<file path="src/rtl/ttt_game_controller_pkg.sv">
// Shared types and constants for the tic-tac-toe turn sequencer.
package ttt_game_controller_pkg;

  typedef enum logic [2:0] {
    S_IDLE      = 3'd0,
    S_WAIT_MOVE = 3'd1,
    S_APPLY     = 3'd2,
    S_CHECK     = 3'd3,
    S_DONE      = 3'd4
  } state_t;

  localparam logic [1:0] CELL_EMPTY = 2'd0;
  localparam logic [1:0] CELL_O     = 2'd1;
  localparam logic [1:0] CELL_X     = 2'd2;

  localparam logic [1:0] WIN_NONE = 2'd0;
  localparam logic [1:0] WIN_P1   = 2'd1;
  localparam logic [1:0] WIN_P2   = 2'd2;
  localparam logic [1:0] WIN_DRAW = 2'd3;

  localparam int NUM_CELLS = 9;
  localparam int NUM_LINES = 8;
  localparam int GRID_W    = 2 * NUM_CELLS;

  // Rows, columns, then the two diagonals, as row-major cell indices.
  localparam int LINE_TBL [NUM_LINES][3] = '{
    '{0, 1, 2}, '{3, 4, 5}, '{6, 7, 8},
    '{0, 3, 6}, '{1, 4, 7}, '{2, 5, 8},
    '{0, 4, 8}, '{2, 4, 6}
  };

  // Cell lookup that stays in range for any 4-bit index (out-of-range reads empty).
  function automatic logic [1:0] cell_at(input logic [GRID_W-1:0] g, input logic [3:0] idx);
    cell_at = CELL_EMPTY;
    for (int c = 0; c < NUM_CELLS; c++)
      if (idx == 4'(c)) cell_at = g[2*c +: 2];
  endfunction

endpackage

</file>
<file path="src/rtl/ttt_line_detect.sv">
// Combinational line/fullness detector over the registered board.
module ttt_line_detect
  import ttt_game_controller_pkg::*;
(
  input  logic [GRID_W-1:0] grid,
  input  logic [1:0]        player,
  output logic              line_hit,
  output logic              board_full
);

  logic [NUM_LINES-1:0] hit;
  logic [NUM_CELLS-1:0] occ;

  // One comparator triple per line; an empty player code never owns a line.
  for (genvar l = 0; l < NUM_LINES; l++) begin : g_line
    assign hit[l] = (player != CELL_EMPTY)
                  && (grid[2*LINE_TBL[l][0] +: 2] == player)
                  && (grid[2*LINE_TBL[l][1] +: 2] == player)
                  && (grid[2*LINE_TBL[l][2] +: 2] == player);
  end

  for (genvar c = 0; c < NUM_CELLS; c++) begin : g_occ
    assign occ[c] = |grid[2*c +: 2];
  end

  assign line_hit   = |hit;
  assign board_full = &occ;

endmodule

</file>
<file path="src/rtl/ttt_game_controller.sv">
// Turn sequencer: owns the board, validates moves, runs the turn timer, reports win/draw.
module ttt_game_controller
  import ttt_game_controller_pkg::*;
#(
  parameter int unsigned TURN_TIMEOUT = 50_000_000,
  parameter int unsigned TMR_W        = 26
) (
  input  logic              clk,
  input  logic              resetn,
  input  logic              start,
  input  logic              move_valid,
  input  logic [3:0]        move_pos,
  output logic              move_ready,
  output logic [GRID_W-1:0] grid,
  output logic [1:0]        cur_player,
  output logic [3:0]        move_count,
  output logic [1:0]        winner,
  output logic              game_over,
  output logic              illegal,
  output logic              timeout
);

  localparam logic [TMR_W-1:0] TMR_LAST = TMR_W'(TURN_TIMEOUT - 1);

  state_t            state, state_d;
  logic [GRID_W-1:0] grid_d;
  logic [1:0]        cur_d, win_d;
  logic [3:0]        cnt_d, pos_q, pos_d;
  logic [TMR_W-1:0]  tmr, tmr_d;
  logic              ill_d, to_d;
  logic              line_hit, board_full;
  logic [NUM_CELLS-1:0] cell_we;

  ttt_line_detect u_line_detect (
    .grid       (grid),
    .player     (cur_player),
    .line_hit   (line_hit),
    .board_full (board_full)
  );

  // Per-cell write enable for the latched move position.
  for (genvar c = 0; c < NUM_CELLS; c++) begin : g_we
    assign cell_we[c] = (state == S_APPLY) && (pos_q == 4'(c));
  end

  assign move_ready = (state == S_WAIT_MOVE);
  assign game_over  = (state == S_DONE);

  // Next-state and datapath update; start aborts whatever is in flight.
  always_comb begin
    state_d = state;
    grid_d  = grid;
    cur_d   = cur_player;
    cnt_d   = move_count;
    win_d   = winner;
    pos_d   = pos_q;
    tmr_d   = tmr;
    ill_d   = 1'b0;
    to_d    = 1'b0;
    if (start) begin
      state_d = S_WAIT_MOVE;
      grid_d  = '0;
      cnt_d   = 4'd0;
      win_d   = WIN_NONE;
      cur_d   = CELL_O;
      tmr_d   = '0;
    end else begin
      unique case (state)
        S_IDLE: ;
        S_WAIT_MOVE: begin
          if (move_valid) begin
            // A rejected move leaves the timer where it was.
            if (move_pos > 4'd8 || cell_at(grid, move_pos) != CELL_EMPTY) begin
              ill_d = 1'b1;
            end else begin
              pos_d   = move_pos;
              state_d = S_APPLY;
            end
          end else if (TURN_TIMEOUT != 0) begin
            if (tmr == TMR_LAST) begin
              cur_d = cur_player ^ 2'b11;
              tmr_d = '0;
              to_d  = 1'b1;
            end else begin
              tmr_d = tmr + 1'b1;
            end
          end
        end
        S_APPLY: begin
          for (int c = 0; c < NUM_CELLS; c++)
            if (cell_we[c]) grid_d[2*c +: 2] = cur_player;
          cnt_d   = move_count + 4'd1;
          state_d = S_CHECK;
        end
        S_CHECK: begin
          // Only the mover can have completed a line, so a win on move 9 beats draw.
          if (line_hit) begin
            win_d   = cur_player;
            state_d = S_DONE;
          end else if (board_full) begin
            win_d   = WIN_DRAW;
            state_d = S_DONE;
          end else begin
            cur_d   = cur_player ^ 2'b11;
            tmr_d   = '0;
            state_d = S_WAIT_MOVE;
          end
        end
        S_DONE: ;
        default: state_d = S_IDLE;
      endcase
    end
  end

  // State and datapath registers.
  always_ff @(posedge clk or negedge resetn) begin
    if (!resetn) begin
      state      <= S_IDLE;
      grid       <= '0;
      cur_player <= 2'b00;
      move_count <= 4'd0;
      winner     <= WIN_NONE;
      pos_q      <= 4'd0;
      tmr        <= '0;
      illegal    <= 1'b0;
      timeout    <= 1'b0;
    end else begin
      state      <= state_d;
      grid       <= grid_d;
      cur_player <= cur_d;
      move_count <= cnt_d;
      winner     <= win_d;
      pos_q      <= pos_d;
      tmr        <= tmr_d;
      illegal    <= ill_d;
      timeout    <= to_d;
    end
  end

endmodule

</file>
<file path="config.mk">
export PLATFORM = sky130hd
export DESIGN_NAME = ttt_game_controller
export DESIGN_NICKNAME = d
export VERILOG_FILES = /design/src/rtl/ttt_game_controller_pkg.sv /design/src/rtl/ttt_line_detect.sv /design/src/rtl/ttt_game_controller.sv
export SDC_FILE = /design/constraint.sdc
export NUM_CORES = 1
export LEC_CHECK = 0
export ABC_CLOCK_PERIOD_IN_PS = 4700
export CAP_MARGIN = 20
export CORE_ASPECT_RATIO = 0.7
export CORE_MARGIN = 2
export CORE_UTILIZATION = 47
export CTS_BUF_LIST = sky130_fd_sc_hd__clkbuf_2
export CTS_CLUSTER_SIZE = 16
export DETAILED_ROUTE_END_ITERATION = 7
export MAX_ROUTING_LAYER = met4
export PLACE_DENSITY = 0.68
export SLEW_MARGIN = 20
export SYNTH_ARGS = -nofsm -noshare
export SYNTH_HDL_FRONTEND = slang
export SYNTH_SLANG_ARGS = --single-unit
</file>
<file path="constraint.sdc">
create_clock -name clk -period 4.7 [get_ports clk]
set_clock_uncertainty 0.05 [all_clocks]
set_input_delay 0.47 -clock clk [delete_from_list [all_inputs] [get_ports clk]]
set_output_delay 0.47 -clock clk [all_outputs]
set_load 0.1 [all_outputs]
</file>
==> impl_metrics.xml <==
<?xml version="1.0" encoding="UTF-8"?>
<metrics>
  <group name="run_status">
    <metric name="outcome" unit="">completed</metric>
  </group>
  <group name="sta">
    <metric name="totalNegativeSetupSlack" unit="ns">0</metric>
    <metric name="timing.final.crit_period" unit="ns">3.40</metric>
    <metric name="final_min_period_over_clock_period" unit="%">72.3</metric>
    <metric name="finalSetupViolCount" unit="">0</metric>
    <metric name="slew_viol_final" unit="">0</metric>
    <metric name="rsz0062_at_grt" unit="">false</metric>
    <metric name="finalHoldViolations" unit="">0</metric>
    <metric name="max_clock_freq" unit="GHz">0.294</metric>
    <metric name="slew_at_the_pin_closest_to_its_max_slew_limit" unit="ns">1.09</metric>
    <metric name="worst_slew_margin_rel" unit="%">27.4</metric>
  </group>
  <group name="die">
    <metric name="io_pins" unit="">38</metric>
    <metric name="die_span_x" unit="microns">109</metric>
    <metric name="start_util" unit="%">49.0</metric>
    <metric name="die_area" unit="sq mm">0.00839</metric>
    <metric name="chipHeight" unit="microns">77.3</metric>
    <metric name="row_count" unit="">26</metric>
    <metric name="fp.coreArea" unit="sq mm">0.00735</metric>
  </group>
  <group name="synth">
    <metric name="post-synth-top-count-cell" unit="">sky130_fd_sc_hd__dfrtp_1</metric>
    <metric name="count_of_flip_flops_with_a_built_in_enable_after_synthesis" unit="">0</metric>
    <metric name="synth_top_family_by_area" unit="">simple AND/OR/NAND/NOR gates</metric>
    <metric name="synth_area_in_compound_gates" unit="%">17.5</metric>
    <metric name="postSynthAreaPerCell" unit="sq um">8.66</metric>
    <metric name="yosys-top-cells-area" unit="">sky130_fd_sc_hd__dfrtp_1 (42%), sky130_fd_sc_hd__nor2_1 (5.7%), sky130_fd_sc_hd__mux2i_1 (4.4%)</metric>
    <metric name="post_synth_instance_area" unit="sq mm">0.00360</metric>
    <metric name="yosysSeqAreaShare" unit="%">42.4</metric>
    <metric name="synth.net_count" unit="">426</metric>
    <metric name="synth_simple_gate_area_share" unit="%">27.6</metric>
    <metric name="cell_count_after_synthesis" unit="">416</metric>
    <metric name="post-synth-top-area-fraction" unit="%">42.4</metric>
    <metric name="post_synth_mux_area_share" unit="%">6.01</metric>
    <metric name="total_of_flip_flops_plus_latches_after_synthesis" unit="">61</metric>
    <metric name="ys.warnings.count" unit="">0</metric>
    <metric name="synth.largest_area_cell" unit="">sky130_fd_sc_hd__dfrtp_1</metric>
    <metric name="ys_types" unit="">52</metric>
    <metric name="postSynth.topFlopCell" unit="">sky130_fd_sc_hd__dfrtp_1</metric>
    <metric name="yosys.area_share.adder" unit="%">0.694</metric>
    <metric name="synthXorXnorAreaFrac" unit="%">1.46</metric>
    <metric name="asyncSetResetFlopFracSynth" unit="%">100</metric>
    <metric name="synth_top_cells_by_count" unit="">sky130_fd_sc_hd__dfrtp_1 (61), sky130_fd_sc_hd__nor2_1 (55), sky130_fd_sc_hd__nor3_1 (29), sky130_fd_sc_hd__and3_1 (25)</metric>
  </group>
  <group name="global_route">
    <metric name="grt_pass1_vias" unit="">2881</metric>
    <metric name="grt_antenna_before_repair" unit="">0</metric>
    <metric name="grt_start_max_net_pins" unit="">62</metric>
    <metric name="global_route_wire_length_before_repair" unit="microns">14700</metric>
    <metric name="grt.total_usage" unit="%">23.2</metric>
    <metric name="global_route.overflow_total" unit="">0</metric>
  </group>
  <group name="worst_hold_path">
    <metric name="timing.hold.worst.class" unit="">input pin to asynchronous set/reset pin</metric>
  </group>
  <group name="drt">
    <metric name="viasPerCell" unit="">6.04</metric>
    <metric name="drt-wirelength-per-cell" unit="microns">16.2</metric>
    <metric name="detailedRoute.firstIterationViolations" unit="">380</metric>
    <metric name="detail-route-antenna-nets" unit="">0</metric>
    <metric name="finalWirelength" unit="microns">8790</metric>
    <metric name="drc" unit="">0</metric>
    <metric name="drt-pass1-iter-count" unit="">5</metric>
    <metric name="number_of_vias_after_detailed_routing" unit="">3275</metric>
  </group>
  <group name="clock_network">
    <metric name="cts_tree" unit="">yes</metric>
    <metric name="insertion_delay" unit="ns">0.50</metric>
    <metric name="cts.htree.levels" unit="">3</metric>
    <metric name="clkSinkCount" unit="">61</metric>
    <metric name="clk_transition_reported_paths" unit="ns">0.16</metric>
    <metric name="numCtsBuffers" unit="">9</metric>
    <metric name="cts_resized" unit="">0</metric>
    <metric name="post-cts-setup-buffers" unit="">0</metric>
    <metric name="root_buffer" unit="">sky130_fd_sc_hd__clkbuf_2</metric>
    <metric name="ctsLongestPathBuffers" unit="">2</metric>
    <metric name="holdBufCountCts" unit="">0</metric>
  </group>
  <group name="placed_design">
    <metric name="dpl_cell_area" unit="sq mm">0.00398</metric>
    <metric name="io_buf_count" unit="">37</metric>
    <metric name="dp_hpwl" unit="microns">5970</metric>
    <metric name="gp_congestion" unit="">0.859</metric>
  </group>
  <group name="setup_path">
    <metric name="type_of_origin_of_the_critical_path" unit="">register</metric>
    <metric name="cpMaxStageDelayCell" unit="">sky130_fd_sc_hd__clkdlybuf4s50_1</metric>
    <metric name="worst_ep_arrival_time" unit="ns">2.88</metric>
    <metric name="worst_path_dominant_cell_family" unit="">buffers and inverters</metric>
    <metric name="r2r_cells" unit="">9</metric>
    <metric name="path_max_fanout" unit="">35</metric>
    <metric name="worstSetupEndpointType" unit="">output pin</metric>
    <metric name="critical-path-max-stage-delay" unit="ns">1.30</metric>
    <metric name="timing.setup.critical_path_class" unit="">register to output pin</metric>
    <metric name="crit_required" unit="ns">4.18</metric>
    <metric name="crit_cells" unit="">1</metric>
    <metric name="critical_path.n_buffers_inverters" unit="">1</metric>
    <metric name="timing.critical_path.cells" unit="">clkdlybuf4s50_1</metric>
  </group>
  <group name="cells_and_area">
    <metric name="area_delta_synth_final" unit="%">13.1</metric>
    <metric name="design.final.nets" unit="">451</metric>
    <metric name="number_of_diodes" unit="">0</metric>
    <metric name="final_design_area_no_fill" unit="sq mm">0.00408</metric>
    <metric name="post_route_cells_drive_above_1_share" unit="%">6.31</metric>
  </group>
  <group name="power">
    <metric name="power_per_cell_area" unit="mW/mm^2">251</metric>
    <metric name="vdd_drop_max" unit="mV">0.137</metric>
    <metric name="p_leak" unit="uW">0.00176</metric>
  </group>
  <group name="job">
    <metric name="cap_violations" unit="">0</metric>
  </group>
</metrics>
## layout make-up
type / count / area (sq um)
clock buffer: 10 / 50.0
clock inverter: 4 / 41.3
fill: 680 / 3280
inverter: 7 / 26.3
multi-input combinational: 322 / 1920
sequential: 61 / 1530
tap: 98 / 123
timing repair buffer: 40 / 388
## sequential cells by signal (all words and copies together) (netlist names)
signal and count:
cur_player 2, state 3, illegal 1, timeout 1
pos_q 4, winner 2, move_count 4, tmr 26
grid 18
## metrics by stage
stage               std cells  util, %  setup slack [ns]  hold slack (ns)  power [uW]
global placement          528     54.2              1.72            0.401         731
detailed placement        528     54.2              1.57            0.414         735
global route              542     55.4              1.16           0.0870        1070
finish                    542     55.4              1.30           0.0445        1020
floorplan                 416        -              1.46            0.124         686
CTS                       542     55.4              1.28           0.0698        1030
## routing by layer
metal | up-vias | track usage, % | part of all wire, % | routed length, microns
li1 | 1584 | - | - | -
met1 | 1551 | 35.5 | 50 | 4410
met2 | 134 | 29.6 | 41 | 3590
met3 | 6 | 6.80 | 8.5 | 745
met4 | 0 | 5.64 | 0.48 | 42
met5 | - | - | 0 | 0
## final timing paths
check / start / end / slack [ns]
min in group clk: tmr[14] / tmr[14] / 0.43
min: resetn / grid[1] / 0.04
max reg2reg: tmr[0] / tmr[16] / 1.75
max: cur_player[1] / cur_player[1] / 1.30
min reg2reg: tmr[14] / tmr[14] / 0.43
max in group asynchronous: resetn / cur_player[0] / 3.99
## power by group
group	internal [uW]	switching, uW	total (uW)	leakage [uW]
Clock	115	183	298	0.0000604
Combinational	52.3	98.6	151	0.000864
Sequential	542	34.2	576	0.000832
## cells by family (layout without fill, tap and decap cells)
| group | count (synthesis) | after routing |
|---|---|---|
| simple gates | 192 | 192 |
| compound gates | 101 | 101 |
| flops | 61 | 61 |
| buf+inv | 33 | 61 |
| mux | 21 | 21 |
| xor+xnor | 6 | 6 |
| fa+ha+maj | 2 | 2 |
## layout by cell type, fill, tap and decap left out, types with 5 or more instances in the layout
cell,synthesis,final
sky130_fd_sc_hd__nand4_1,12,12
sky130_fd_sc_hd__dfrtp_1,61,60
sky130_fd_sc_hd__o21ai_1,13,13
sky130_fd_sc_hd__nor3_1,29,29
sky130_fd_sc_hd__and3_1,25,25
sky130_fd_sc_hd__a21oi_1,18,18
sky130_fd_sc_hd__nand2b_1,6,6
sky130_fd_sc_hd__nor2_1,55,55
sky130_fd_sc_hd__clkdlybuf4s50_1,0,36
sky130_fd_sc_hd__mux2i_1,16,16
sky130_fd_sc_hd__inv_1,7,7
sky130_fd_sc_hd__nand3_1,14,14
sky130_fd_sc_hd__clkbuf_2,2,10
sky130_fd_sc_hd__o22ai_1,8,8
sky130_fd_sc_hd__or4_1,5,5
sky130_fd_sc_hd__nand2_1,23,23
sky130_fd_sc_hd__o21ai_0,23,23
sky130_fd_sc_hd__a31oi_1,17,17
Note: power is estimated with default switching activity, not from simulation.
